**src/rtl/div_pkg.sv**
```systemverilog
// div_pkg: shared FSM states, counter sizing and result constants for the non-restoring divider
package div_pkg;
  typedef enum logic [1:0] {IDLE, CALC, FIX, DONE} state_e;
  localparam logic [63:0] DZ_QUOT = '1;
  function automatic int cnt_w(input int w);
    return $clog2(w + 1);
  endfunction
endpackage

```
**src/rtl/div_step.sv**
```systemverilog
// div_step: one combinational non-restoring iteration on partial remainder p and quotient register a
module div_step import div_pkg::*; #(
  parameter int W = 8
) (
  input  logic [W:0]   p,
  input  logic [W-1:0] a,
  input  logic [W-1:0] d,
  output logic [W:0]   p_nx,
  output logic [W-1:0] a_nx
);
  logic [W:0] ps;
  // Dropping p's top bit is safe: the true result always fits back in W+1 bits
  always_comb begin
    ps   = {p[W-1:0], a[W-1]};
    p_nx = p[W] ? ps + {1'b0, d} : ps - {1'b0, d};
    a_nx = {a[W-2:0], ~p_nx[W]};
  end
endmodule

```
**src/rtl/nonrestoring_div.sv**
```systemverilog
// nonrestoring_div: sequential W-bit divider, one add/subtract per clock, valid/ready in and out.
// Define NONRESTORING_DIV_SIGNED_EN for two's-complement operands; otherwise unsigned with ovf tied low.
module nonrestoring_div import div_pkg::*; #(
  parameter int W = 8
) (
  input  logic         clk,
  input  logic         rst_n,
  input  logic         in_valid,
  output logic         in_ready,
  input  logic [W-1:0] dividend,
  input  logic [W-1:0] divisor,
  output logic         out_valid,
  input  logic         out_ready,
  output logic [W-1:0] quotient,
  output logic [W-1:0] remainder,
  output logic         dz,
  output logic         ovf
);
  localparam int CW = cnt_w(W);
  state_e        state_q, state_d;
  logic [CW-1:0] cnt_q, cnt_d;
  logic [W:0]    p_q, p_d, p_nx;
  logic [W-1:0]  a_q, a_d, a_nx, d_q, d_d, q_q, q_d, r_q, r_d;
  logic [W-1:0]  dvd_mag, dvs_mag, r_fix;
  logic          dz_q, dz_d, ovf_q, ovf_d, acc, is_ovf, last;
`ifdef NONRESTORING_DIV_SIGNED_EN
  logic          nq_q, nq_d, nr_q, nr_d;
`endif

  div_step #(.W(W)) u_step (.p(p_q), .a(a_q), .d(d_q), .p_nx(p_nx), .a_nx(a_nx));

  always_ff @(posedge clk) begin
    if (!rst_n) state_q <= IDLE;
    else        state_q <= state_d;
  end

  always_comb begin
    state_d = state_q;
    unique case (state_q)
      IDLE: if (in_valid) state_d = (divisor == '0 || is_ovf) ? DONE : CALC;
      CALC: if (last) state_d = FIX;
      FIX:  state_d = DONE;
      DONE: if (out_ready) state_d = IDLE;
    endcase
  end

  always_comb begin
    in_ready  = state_q == IDLE;
    out_valid = state_q == DONE;
  end

  always_comb begin
    acc  = in_valid && state_q == IDLE;
    last = cnt_q == CW'(W - 1);
`ifdef NONRESTORING_DIV_SIGNED_EN
    dvd_mag = dividend[W-1] ? -dividend : dividend;
    dvs_mag = divisor[W-1] ? -divisor : divisor;
    is_ovf  = dividend == {1'b1, {(W-1){1'b0}}} && &divisor;
`else
    dvd_mag = dividend;
    dvs_mag = divisor;
    is_ovf  = 1'b0;
`endif
  end

  always_comb begin
    cnt_d = cnt_q;
    p_d   = p_q;
    a_d   = a_q;
    d_d   = d_q;
    q_d   = q_q;
    r_d   = r_q;
    dz_d  = dz_q;
    ovf_d = ovf_q;
`ifdef NONRESTORING_DIV_SIGNED_EN
    nq_d  = nq_q;
    nr_d  = nr_q;
`endif
    r_fix = p_q[W] ? p_q[W-1:0] + d_q : p_q[W-1:0];
    if (acc) begin
      cnt_d = '0;
      p_d   = '0;
      a_d   = dvd_mag;
      d_d   = dvs_mag;
`ifdef NONRESTORING_DIV_SIGNED_EN
      nq_d  = dividend[W-1] ^ divisor[W-1];
      nr_d  = dividend[W-1];
`endif
      if (divisor == '0) begin
        q_d   = DZ_QUOT[W-1:0];
        r_d   = dividend;
        dz_d  = 1'b1;
        ovf_d = 1'b0;
      end else if (is_ovf) begin
        q_d   = {1'b1, {(W-1){1'b0}}};
        r_d   = '0;
        dz_d  = 1'b0;
        ovf_d = 1'b1;
      end
    end else if (state_q == CALC) begin
      cnt_d = cnt_q + CW'(1);
      p_d   = p_nx;
      a_d   = a_nx;
    end else if (state_q == FIX) begin
`ifdef NONRESTORING_DIV_SIGNED_EN
      q_d   = nq_q ? -a_q : a_q;
      r_d   = nr_q ? -r_fix : r_fix;
`else
      q_d   = a_q;
      r_d   = r_fix;
`endif
      dz_d  = 1'b0;
      ovf_d = 1'b0;
    end
  end

  always_ff @(posedge clk) begin
    if (!rst_n) begin
      cnt_q <= '0;
      p_q   <= '0;
      a_q   <= '0;
      d_q   <= '0;
      q_q   <= '0;
      r_q   <= '0;
      dz_q  <= 1'b0;
      ovf_q <= 1'b0;
`ifdef NONRESTORING_DIV_SIGNED_EN
      nq_q  <= 1'b0;
      nr_q  <= 1'b0;
`endif
    end else begin
      cnt_q <= cnt_d;
      p_q   <= p_d;
      a_q   <= a_d;
      d_q   <= d_d;
      q_q   <= q_d;
      r_q   <= r_d;
      dz_q  <= dz_d;
      ovf_q <= ovf_d;
`ifdef NONRESTORING_DIV_SIGNED_EN
      nq_q  <= nq_d;
      nr_q  <= nr_d;
`endif
    end
  end

  assign quotient  = q_q;
  assign remainder = r_q;
  assign dz        = dz_q;
  assign ovf       = ovf_q;
endmodule

```
**config.mk**
```make
export PLATFORM = sky130hd
export DESIGN_NAME = nonrestoring_div
export DESIGN_NICKNAME = d
export VERILOG_FILES = /design/src/rtl/div_pkg.sv /design/src/rtl/div_step.sv /design/src/rtl/nonrestoring_div.sv
export SDC_FILE = /design/constraint.sdc
export NUM_CORES = 1
export LEC_CHECK = 0
export CAP_MARGIN = 20
export CELL_PAD_IN_SITES_DETAIL_PLACEMENT = 1
export CELL_PAD_IN_SITES_GLOBAL_PLACEMENT = 1
export CORE_ASPECT_RATIO = 0.7
export CORE_MARGIN = 5
export CORE_UTILIZATION = 23
export DETAILED_ROUTE_END_ITERATION = 16
export PLACE_DENSITY = 0.46
export SYNTH_ARGS = -nofsm -noshare
export SYNTH_HDL_FRONTEND = slang
export SYNTH_SLANG_ARGS = --single-unit
```
**constraint.sdc**
```tcl
create_clock -name clk -period 4 [get_ports clk]
set_input_delay 0.6 -clock clk [delete_from_list [all_inputs] [get_ports clk]]
set_output_delay 0.6 -clock clk [all_outputs]
set_load 0.1 [all_outputs]
```
==> flow_summary_export.csv <==
group,metric,value,unit
status,status,"finished clean",
logic_synthesis,yosys.area.top_type,"dfxtp_1",
global_route,grt_max_degree,29,
run,drv_cap,0,
timing,hold_violations,0,
route,drc,0,
hold_path,hold_end,"remainder[4]",
hold_path,min_path_cells,2,
critical_path,timing.rr.end,"a_q[0]",
logic_synthesis,ys_ff_latch,48,
floorplan,fp.dieW,143,um
timing,min_period,2.88,ns
logic_synthesis,yosysSeqAreaShare,33.6,%
finish,final_cell_count_no_fill,534,
logic_synthesis,synth_area_leaders,"dfxtp_1 (34%), ha_1 (9.2%), a21oi_1 (5.8%), mux2i_1 (4.9%), nand2_1 (4.1%)",
floorplan,io_pins,40,
timing,rsz0062_at_grt,"no",
finish,antennaDiodeCount,0,
clock_network,ctsRootBufferMaster,"clkbuf_16",
hold_path,hold_path_class,"register to register",
place,finalWeightedCongestion,0.776,
logic_synthesis,ys_warn_count,0,
critical_path,crit_chain,"inv_1, ha_1, mux2_2, fa_1, a211oi_1, o21ai_0, a31oi_1, xnor2_1, o311a_1",
logic_synthesis,ys_types,52,
clock_network,clock_latency,0.29,ns
place,dp.cells,526,
logic_synthesis,synthArstFlopShare,0,%
timing,period_share,72.1,%
floorplan,die_area,14800,um2
route,vias,2583,
power_and_ir_drop,pwr_density_cell,729,nW/um2
logic_synthesis,netlist.area_leader.share,33.6,%
global_route,grt-ovfl-total,0,
timing,fin_ws,1.12,ns
critical_path,crit_type,"register to register",
critical_path,crit_family,"compound AO/OA/AOI/OAI gates",
route,drtIter0Drc,89,
critical_path,worstPathMaxFanout,6,
power_and_ir_drop,p_leak,1.39,nW
power_and_ir_drop,switching_share,48.9,%
critical_path,r2r_start,"d_q[0]",
route,ant_nets,0,
route,dr.pass1.iters,4,
timing,fmax,0.347,GHz
power_and_ir_drop,power_frac_comb,53.8,%
logic_synthesis,netlist_area,2860,um2
floorplan,dieHeight,103,um
finish,multiInputGateArea,1760,um2
power_and_ir_drop,power_frac_clock,17.5,%
critical_path,r2r_slack,1.12,ns
clock_network,clock-sinks,48,
finish,n_fill_cell,1443,
power_and_ir_drop,intPower,1.32,mW
logic_synthesis,syn_nets,383,
floorplan,start_util,23.2,%
floorplan,core.rowCount,34,
route,wl_per_cell,18.0,um
power_and_ir_drop,vdd_drop_max,0.277,mV
power_and_ir_drop,power,2.59,mW
logic_synthesis,synth_commonest_cells,"dfxtp_1 (48), a21oi_1 (33), nand2_1 (31), nor2_1 (31), ha_1 (21)",
finish,final_nets,414,
clock_network,clock_path_buffers,2,
clock_network,numCtsBuffers,5,
global_route,grt_pass1_wl,15200,um
timing,max-slew-margin-rel,34.1,%
timing,fin_tns_setup,0,ns
finish,drive_above_1_share,7.53,%
logic_synthesis,syn_avg_cell_area,8.40,um2
timing,worst_pin_slew,0.985,ns
critical_path,crit_required,4.18,ns
critical_path,startpoint_type,"register",
place,port_buffers,38,
clock_network,cts-resized-gates,0,
critical_path,r2r_cells,9,
global_route,grt_pass1_vias,2687,
clock_network,cts-htree-levels,2,
global_route,grt_use_total,13.4,%
hold_path,hp-start,"remainder[4]",
power_and_ir_drop,pwr-share-seq,28.7,%
timing,holdWs,0.481,ns
critical_path,critical_path.startpoint,"d_q[0]",
critical_path,endpoint_kind,"register",
route,wl,9610,um
finish,seqCellArea,961,um2
power_and_ir_drop,power.switching,1.27,mW
route,via_per_inst,4.84,
clock_network,path_clk_slew,0.07,ns
logic_synthesis,synth_edf_count,0,
critical_path,slowest_stage,"fa_1",
global_route,antenna_found_initial,0,
clock_network,postCtsSetupRepairBufs,0,
place,dp_slack,1.12,ns
timing,setup_viol,0,
timing,finalClockSkew,0.00897,ns
place,hpwlAfterDp,7350,um
logic_synthesis,synth_flop_cell,"dfxtp_1",
finish,area_growth,24.4,%
clock_network,cts_hold_buf,0,
clock_network,tritoncts,"yes",
logic_synthesis,netlist_instances,340,
logic_synthesis,yosys.cell_count.top_type,"dfxtp_1",
floorplan,fp.coreArea,12300,um2
critical_path,slowest_delay,0.48,ns
timing,maxSlewViolCount,0,
critical_path,critPathBufInv,1,
critical_path,critPathArrivalTime,3.06,ns
power groups by stage:
| stage | sequential [mW] | combinational, mW | clock, mW |
|---|---|---|---|
| floorplan | 0.953 | 0.819 | 0 |
| global placement | 0.756 | 1.39 | 0 |
| detailed placement | 0.754 | 1.40 | 0 |
| CTS | 0.745 | 1.41 | 0.468 |
| global route | 0.762 | 1.54 | 0.485 |
| finish | 0.742 | 1.39 | 0.453 |
worst reg2reg max path, stage by stage (launching register included):
cell and delay (ns):
dfxtp_1 0.43, inv_1 0.10, ha_1 0.29, mux2_2 0.29, fa_1 0.48, a211oi_1 0.37
o21ai_0 0.17, a31oi_1 0.23, xnor2_1 0.12, o311a_1 0.31
how the worst max path moves through the flow:
stage,endpoint,slack (ns),depth (start not counted)
after floorplan,a_q[0],1.14,9
after global placement,p_q[5],1.19,7
after detailed placement,remainder[1],1.12,6
after CTS,a_q[0],1.11,9
after global routing,a_q[0],0.99,9
final,a_q[0],1.12,9
routing by layer:
layer	track usage (%)	routed length, um
met2	18.3	3630
met5	0	0
met4	1.75	48
met3	3.31	392
met1	21.4	5530
cells by family after synthesis:
family          synth area share (%)
flops                           33.6
other cells                    0.131
xor+xnor                        4.60
fa+ha+maj                       10.6
mux                             5.69
simple gates                    17.1
compound gates                  23.7
buf+inv                         4.60
stage by stage:
| stage | area [um2] | util, % |
|---|---|---|
| after floorplan | 2860 | - |
| after global placement | 3400 | 27.6 |
| after detailed placement | 3400 | 27.6 |
| after CTS | 3550 | 28.9 |
| after global routing | 3550 | 28.9 |
| final | 3550 | 28.9 |
placed cells by master (no fill, tap or decap), types with 4 or more instances in the layout:
master	n
dfxtp_1	48
nand3_1	10
a21o_1	6
xnor2_1	4
mux2i_1	14
a21oi_1	33
o221a_2	8
xor2_1	11
ha_1	21
nor2_1	31
nor3_1	10
o21ai_0	16
clkdlybuf4s50_1	38
clkbuf_16	5
nand2_1	31
buf_4	5
inv_1	13
a211oi_1	13
cell type report:
cell class,instances,area share [%]
tap,162,5.71
sequential,48,27.1
multi-input combinational,259,49.7
clock inverter,2,0.423
timing repair buffer,43,11.8
inverter,14,1.48
clock buffer,6,3.91
sequential cells by signal, indices dropped and copies added, names as in the netlist:
name       cells
p_q            9
a_q            8
d_q            8
quotient       8
remainder      8
cnt_q          4
state_q        2
dz             1
No activity file was read; power rests on OpenSTA's default activity.
